### src/rtl/cordic_rotator.sv
// Iterative rotation-mode CORDIC: 16 micro-rotations, one per clock, with
// saturated x/y results held until the next completed request.

module cordic_shift #(
  parameter int width  = 18,
  parameter int stages = 4
) (
  input  logic signed [width-1:0]  din,
  input  logic        [stages-1:0] shift,
  output logic signed [width-1:0]  dout
);
  assign dout = din >>> shift;
endmodule

module cordic_rotator #(
  parameter int no_bits = 16,
  parameter int stages  = 4
) (
  input  logic                      clk,
  input  logic                      rst,
  input  logic                      start,
  input  logic signed [no_bits-1:0] x0,
  input  logic signed [no_bits-1:0] y0,
  input  logic signed [no_bits-1:0] z0,
  output logic                      busy,
  output logic                      done,
  output logic signed [no_bits-1:0] x_out,
  output logic signed [no_bits-1:0] y_out,
  output logic signed [no_bits-1:0] z_out,
  output logic [1:0]                state_dbg
);
  // Two guard bits keep x/y from wrapping: |x|,|y| grow by at most K*sqrt(2).
  localparam int ext = no_bits + 2;

  typedef enum logic [1:0] {IDLE = 2'd0, RUN = 2'd1, DONE = 2'd2} state_t;

  state_t                  state, state_next;
  logic signed [ext-1:0]   x, y, z;
  logic signed [ext-1:0]   x_sh, y_sh, x_next, y_next, z_next, atan_ext;
  logic        [stages-1:0] i;
  logic        [no_bits-1:0] atan;
  logic                    load;

  cordic_shift #(.width(ext), .stages(stages)) u_shift_x (.din(x), .shift(i), .dout(x_sh));
  cordic_shift #(.width(ext), .stages(stages)) u_shift_y (.din(y), .shift(i), .dout(y_sh));

  always_comb begin
    atan = '0;
    case (i)
      4'd0:  atan = 16'd6434;
      4'd1:  atan = 16'd3798;
      4'd2:  atan = 16'd2007;
      4'd3:  atan = 16'd1019;
      4'd4:  atan = 16'd511;
      4'd5:  atan = 16'd256;
      4'd6:  atan = 16'd128;
      4'd7:  atan = 16'd64;
      4'd8:  atan = 16'd32;
      4'd9:  atan = 16'd16;
      4'd10: atan = 16'd8;
      4'd11: atan = 16'd4;
      4'd12: atan = 16'd2;
      4'd13: atan = 16'd1;
      default: atan = 16'd0;
    endcase
  end

  assign atan_ext = $signed({2'b00, atan});

  // Rotate toward z = 0: positive residual angle means rotate counter-clockwise.
  always_comb begin
    if (!z[ext-1]) begin
      x_next = x - y_sh;
      y_next = y + x_sh;
      z_next = z - atan_ext;
    end else begin
      x_next = x + y_sh;
      y_next = y - x_sh;
      z_next = z + atan_ext;
    end
  end

  function automatic logic signed [no_bits-1:0] sat(input logic signed [ext-1:0] v);
    if (v[ext-1:no_bits-1] == '0 || v[ext-1:no_bits-1] == '1)
      sat = v[no_bits-1:0];
    else if (v[ext-1])
      sat = {1'b1, {(no_bits-1){1'b0}}};
    else
      sat = {1'b0, {(no_bits-1){1'b1}}};
  endfunction

  always_comb begin
    state_next = state;
    load       = 1'b0;
    case (state)
      IDLE, DONE: begin
        if (start) begin
          state_next = RUN;
          load       = 1'b1;
        end else begin
          state_next = IDLE;
        end
      end
      RUN:     if (i == '1) state_next = DONE;
      default: state_next = IDLE;
    endcase
  end

  assign busy      = (state == RUN);
  assign done      = (state == DONE);
  assign state_dbg = state;

  always_ff @(posedge clk) begin
    if (rst) begin
      state <= IDLE;
      x     <= '0;
      y     <= '0;
      z     <= '0;
      i     <= '0;
      x_out <= '0;
      y_out <= '0;
      z_out <= '0;
    end else begin
      state <= state_next;
      if (load) begin
        x <= {{2{x0[no_bits-1]}}, x0};
        y <= {{2{y0[no_bits-1]}}, y0};
        z <= {{2{z0[no_bits-1]}}, z0};
        i <= '0;
      end else if (state == RUN) begin
        x <= x_next;
        y <= y_next;
        z <= z_next;
        i <= i + 1'b1;
        if (i == '1) begin
          x_out <= sat(x_next);
          y_out <= sat(y_next);
          z_out <= z_next[no_bits-1:0];
        end
      end
    end
  end
endmodule

### config.mk
export PLATFORM = sky130hd
export DESIGN_NAME = cordic_rotator
export DESIGN_NICKNAME = d
export VERILOG_FILES = /design/src/rtl/cordic_rotator.sv
export SDC_FILE = /design/constraint.sdc
export NUM_CORES = 1
export LEC_CHECK = 0
export CAP_MARGIN = 20
export CORE_MARGIN = 8
export CORE_UTILIZATION = 50
export CTS_BUF_LIST = sky130_fd_sc_hd__clkbuf_4 sky130_fd_sc_hd__clkbuf_8 sky130_fd_sc_hd__clkbuf_16
export DETAILED_ROUTE_END_ITERATION = 16
export PLACE_DENSITY = 0.81
export SLEW_MARGIN = 0
export SYNTH_ARGS = -nofsm -noshare
export SYNTH_HDL_FRONTEND = slang
export SYNTH_HIERARCHICAL = 1
export SYNTH_SLANG_ARGS = --single-unit
### constraint.sdc
create_clock -name clk -period 6.2 [get_ports clk]
set_clock_uncertainty 0.15 [all_clocks]
set_input_delay 0.93 -clock clk [delete_from_list [all_inputs] [get_ports clk]]
set_output_delay 0.93 -clock clk [all_outputs]
set_load 0.1 [all_outputs]
==> flow_metrics.tcl <==
set metrics [dict create \
    fin_nets 1415 \
    place_hpwl_um 20900 \
    reg2regPathDepth 20 \
    core_area_um2 19500 \
    timing_hold_violations_final 0 \
    wl_per_cell_um 18.2 \
    htree_levels 4 \
    yosysTopAreaCell "dfxtp_1" \
    crit-reg2reg-launch "i[3]$_SDFFE_PP0P_" \
    clkTransAtPathRegs_ps 60 \
    fp.dieArea_um2 24700 \
    crit_path_max_fanout 26 \
    ant_nets 0 \
    clkPwrFrac 0.197 \
    rsz0062_at_grt "no" \
    utilization 0.594 \
    grt_max_degree 61 \
    criticalPathCategory "flip-flop to flip-flop" \
    r2r_slack_ps 530 \
    io_pins 103 \
    status "finished clean" \
    num_vias 9712 \
    cp-start-kind "flip-flop" \
    critical_path_arrival_ps 5820 \
    endpoint "y_out[8]$_SDFFE_PP0P_" \
    drt-pass1-iter-count 7 \
    gr-total-overflow 0 \
    synth_edf_count 0 \
    grt_antenna_before_repair 0 \
    p_leak_nw 4.43 \
    intPower_w 0.00263 \
    max_freq_mhz 176 \
    avgViaCountPerCell 6.16 \
    cts_buffer_depth 2 \
    async_flop_share 0 \
    setup.worst_path.start "i[3]$_SDFFE_PP0P_" \
    cts_setup_buffers 0 \
    post-route-period-util 0.915 \
    clock_sinks 121 \
    clock_latency_ps 430 \
    syn_area_per_cell_um2 8.02 \
    tightest_slew_ps 1090 \
    die_w_um 157 \
    drive_gt1_frac 0.0976 \
    synth_top_area_share 0.244 \
    nFillCells 1706 \
    critPathCaptureType "flip-flop" \
    ys_seq_area_frac 0.244 \
    synth.most_common_cell "nand2_1" \
    r2r_end "y_out[8]$_SDFFE_PP0P_" \
    maxSlewHeadroom 0.275 \
    cts_tree "done" \
    ys.flop_type "dfxtp_1" \
    portBuffers 102 \
    drtIter0Drc 993 \
    swShare 0.462 \
    track_usage 0.230 \
    num_rows 51 \
    maxSlewViolCount 0 \
    fin_setup_tns_ps 0 \
    yosys_register_bits 121 \
    required_ps 6340 \
    synth_area_leaders "dfxtp_1 24%, ha_1 7.8%, a21oi_1 7.0%" \
    initial_utilization 0.509 \
    pwr-share-seq 0.207 \
    place.gp.congestion 1.01 \
    first_global_vias 9273 \
    area_growth_pct 16.7 \
    p_switching_w 0.00226 \
    ys_warn_count 6 \
    diodes 0 \
    power_density_nw_per_um2 421 \
    synth_area_um2 9950 \
    yosys.cell_types.count 74 \
    combPwrFrac 0.597 \
    ys_top_cells_by_count "147 x nand2_1, 140 x a21oi_1, 121 x dfxtp_1, 117 x nor2_1, 62 x ha_1" \
    grt_pass1_wl_um 46400 \
    irDropWorstVdd_mv 0.266 \
    cts_root_buf "clkbuf_16" \
    min_period_ps 5670 \
    cts_inserted_buffers 17 \
    syn_inst 1241 \
    min_path_type "flip-flop to flip-flop" \
    drt_wl_total_um 28700 \
    synth_nets 1357 \
    route.detailed.drc 0 \
    drv_cap 0 \
    p_total_w 0.00488 \
    dieHeight_um 157 \
    setup_violations 0 \
]
-- timing repair --
item,CTS,global route
hold buffers,0,0
resized for setup,0,1
endpoints found under the setup margin,0,12
-- metal layers --
layer	global-route usage	vias up	routed length, µm
li1	-	4644	-
met1	0.282	4600	12200
met2	0.391	396	13700
met3	0.0496	72	1950
met4	0.0857	0	855
met5	0	-	0
-- per-stage QoR --
stage / setup slack (ps) / instances / hold WS [ps] / area, µm²
floorplan: 1010 / 1241 / 291 / 9950
global placement: 738 / 1545 / 287 / 11000
detailed placement: 581 / 1545 / 297 / 11000
CTS: 533 / 1576 / 308 / 11600
global route: 34.5 / 1576 / 329 / 11600
finish: 526 / 1576 / 304 / 11600
-- worst min-delay path by stage --
stage	slack [ps]	cells past startpoint	endpoint	start
after global placement	290	2	y_out[4]$_SDFFE_PP0P_	y_out[4]$_SDFFE_PP0P_
final	300	2	y_out[12]$_SDFFE_PP0P_	y_out[12]$_SDFFE_PP0P_
after floorplan	290	2	z[0]$_SDFFE_PP0P_	z[0]$_SDFFE_PP0P_
after detailed placement	300	2	y_out[12]$_SDFFE_PP0P_	y_out[12]$_SDFFE_PP0P_
after CTS	310	2	z_out[11]$_SDFFE_PP0P_	z_out[11]$_SDFFE_PP0P_
after global routing	330	2	y_out[3]$_SDFFE_PP0P_	y_out[3]$_SDFFE_PP0P_
-- registers in the layout, summed over array words and instances, names as in the netlist --
signal	flops
x	18
y	18
z	18
x_out	16
y_out	16
z_out	16
atan	13
i	4
state_dbg	2
-- cell type report --
cell class              instances  area [µm²]  area share
inverters                      36         135      0.0116
clock inverters                 9        93.8     0.00809
clock buffers                  22         482      0.0415
flip-flops and latches        121        2420       0.209
repair buffers                117        1130      0.0975
well taps                     265         332      0.0286
multi-input cells            1006        7010       0.604
-- power by group through the flow --
| stage | Combinational, W | Sequential, W | Clock, W |
|---|---|---|---|
| final | 0.00291 | 0.00101 | 0.000960 |
| after global routing | 0.00318 | 0.00102 | 0.00101 |
| after CTS | 0.00286 | 0.00100 | 0.000973 |
| after detailed placement | 0.00282 | 0.00102 | 0 |
| after global placement | 0.00275 | 0.00101 | 0 |
| after floorplan | 0.00229 | 0.000950 | 0 |
-- critical path, cell delays in order, from the launching register on --
cell      delay [ps]
dfxtp_2          490
buf_4            350
buf_4            280
mux4_2           520
mux2_2           290
nor2_1           110
a31oi_1          120
inv_1            140
ha_1             250
nor2_1            80
xnor2_1          160
ha_1             370
a211oi_1         250
o21ai_0          220
a211oi_1         360
o31a_1           280
o21ai_0          140
xnor2_1          280
a21o_1           400
nor2b_1          200
o21ai_0           90
-- layout by cell type (no fill, tap or decap), types with 5 or more instances in the layout --
cell type        Yosys  final
a211o_1              6      6
a211oi_1            10     10
a21o_1              13     13
a21oi_1            140    140
a221o_1              5      5
a221oi_1            14     14
a221oi_2            11     11
a22oi_1             46     46
a31oi_1             22     22
and2_1               5      5
and3_1               5      5
buf_4                5     16
clkbuf_16            0     17
clkdlybuf4s50_1      0    101
clkinvlp_4           0      5
dfxtp_1            121    119
ha_1                62     62
inv_1               36     35
mux2_2              26     26
mux2i_1             25     25
mux4_2              12     12
nand2_1            147    147
nand2b_1             9      9
nand3_1              8      8
nor2_1             117    115
nor2b_1             19     18
nor3_1              28     28
nor4_1              10      9
o211ai_1             6      6
o21a_1              17     17
o21ai_0             53     53
o21ai_1              5      5
o21bai_1             7      7
o31ai_1              7      7
or2_2                7      7
or3_1                6      6
xnor2_1             47     47
xor2_1              46     46
-- logic make-up (layout without fill, tap and decap cells) --
group                      after synthesis  after routing  share of synthesized area
adders and majority gates               65             65                     0.0840
muxes                                   67             67                     0.0923
and+or+nand+nor                        381            381                      0.172
buffers and inverters                  114            184                     0.0545
xor gates and xnor gates                93             93                     0.0819
AOI/OAI and AO/OA                      400            400                      0.272
DFF                                    121            121                      0.244
Power figures use the tool's default switching activity.
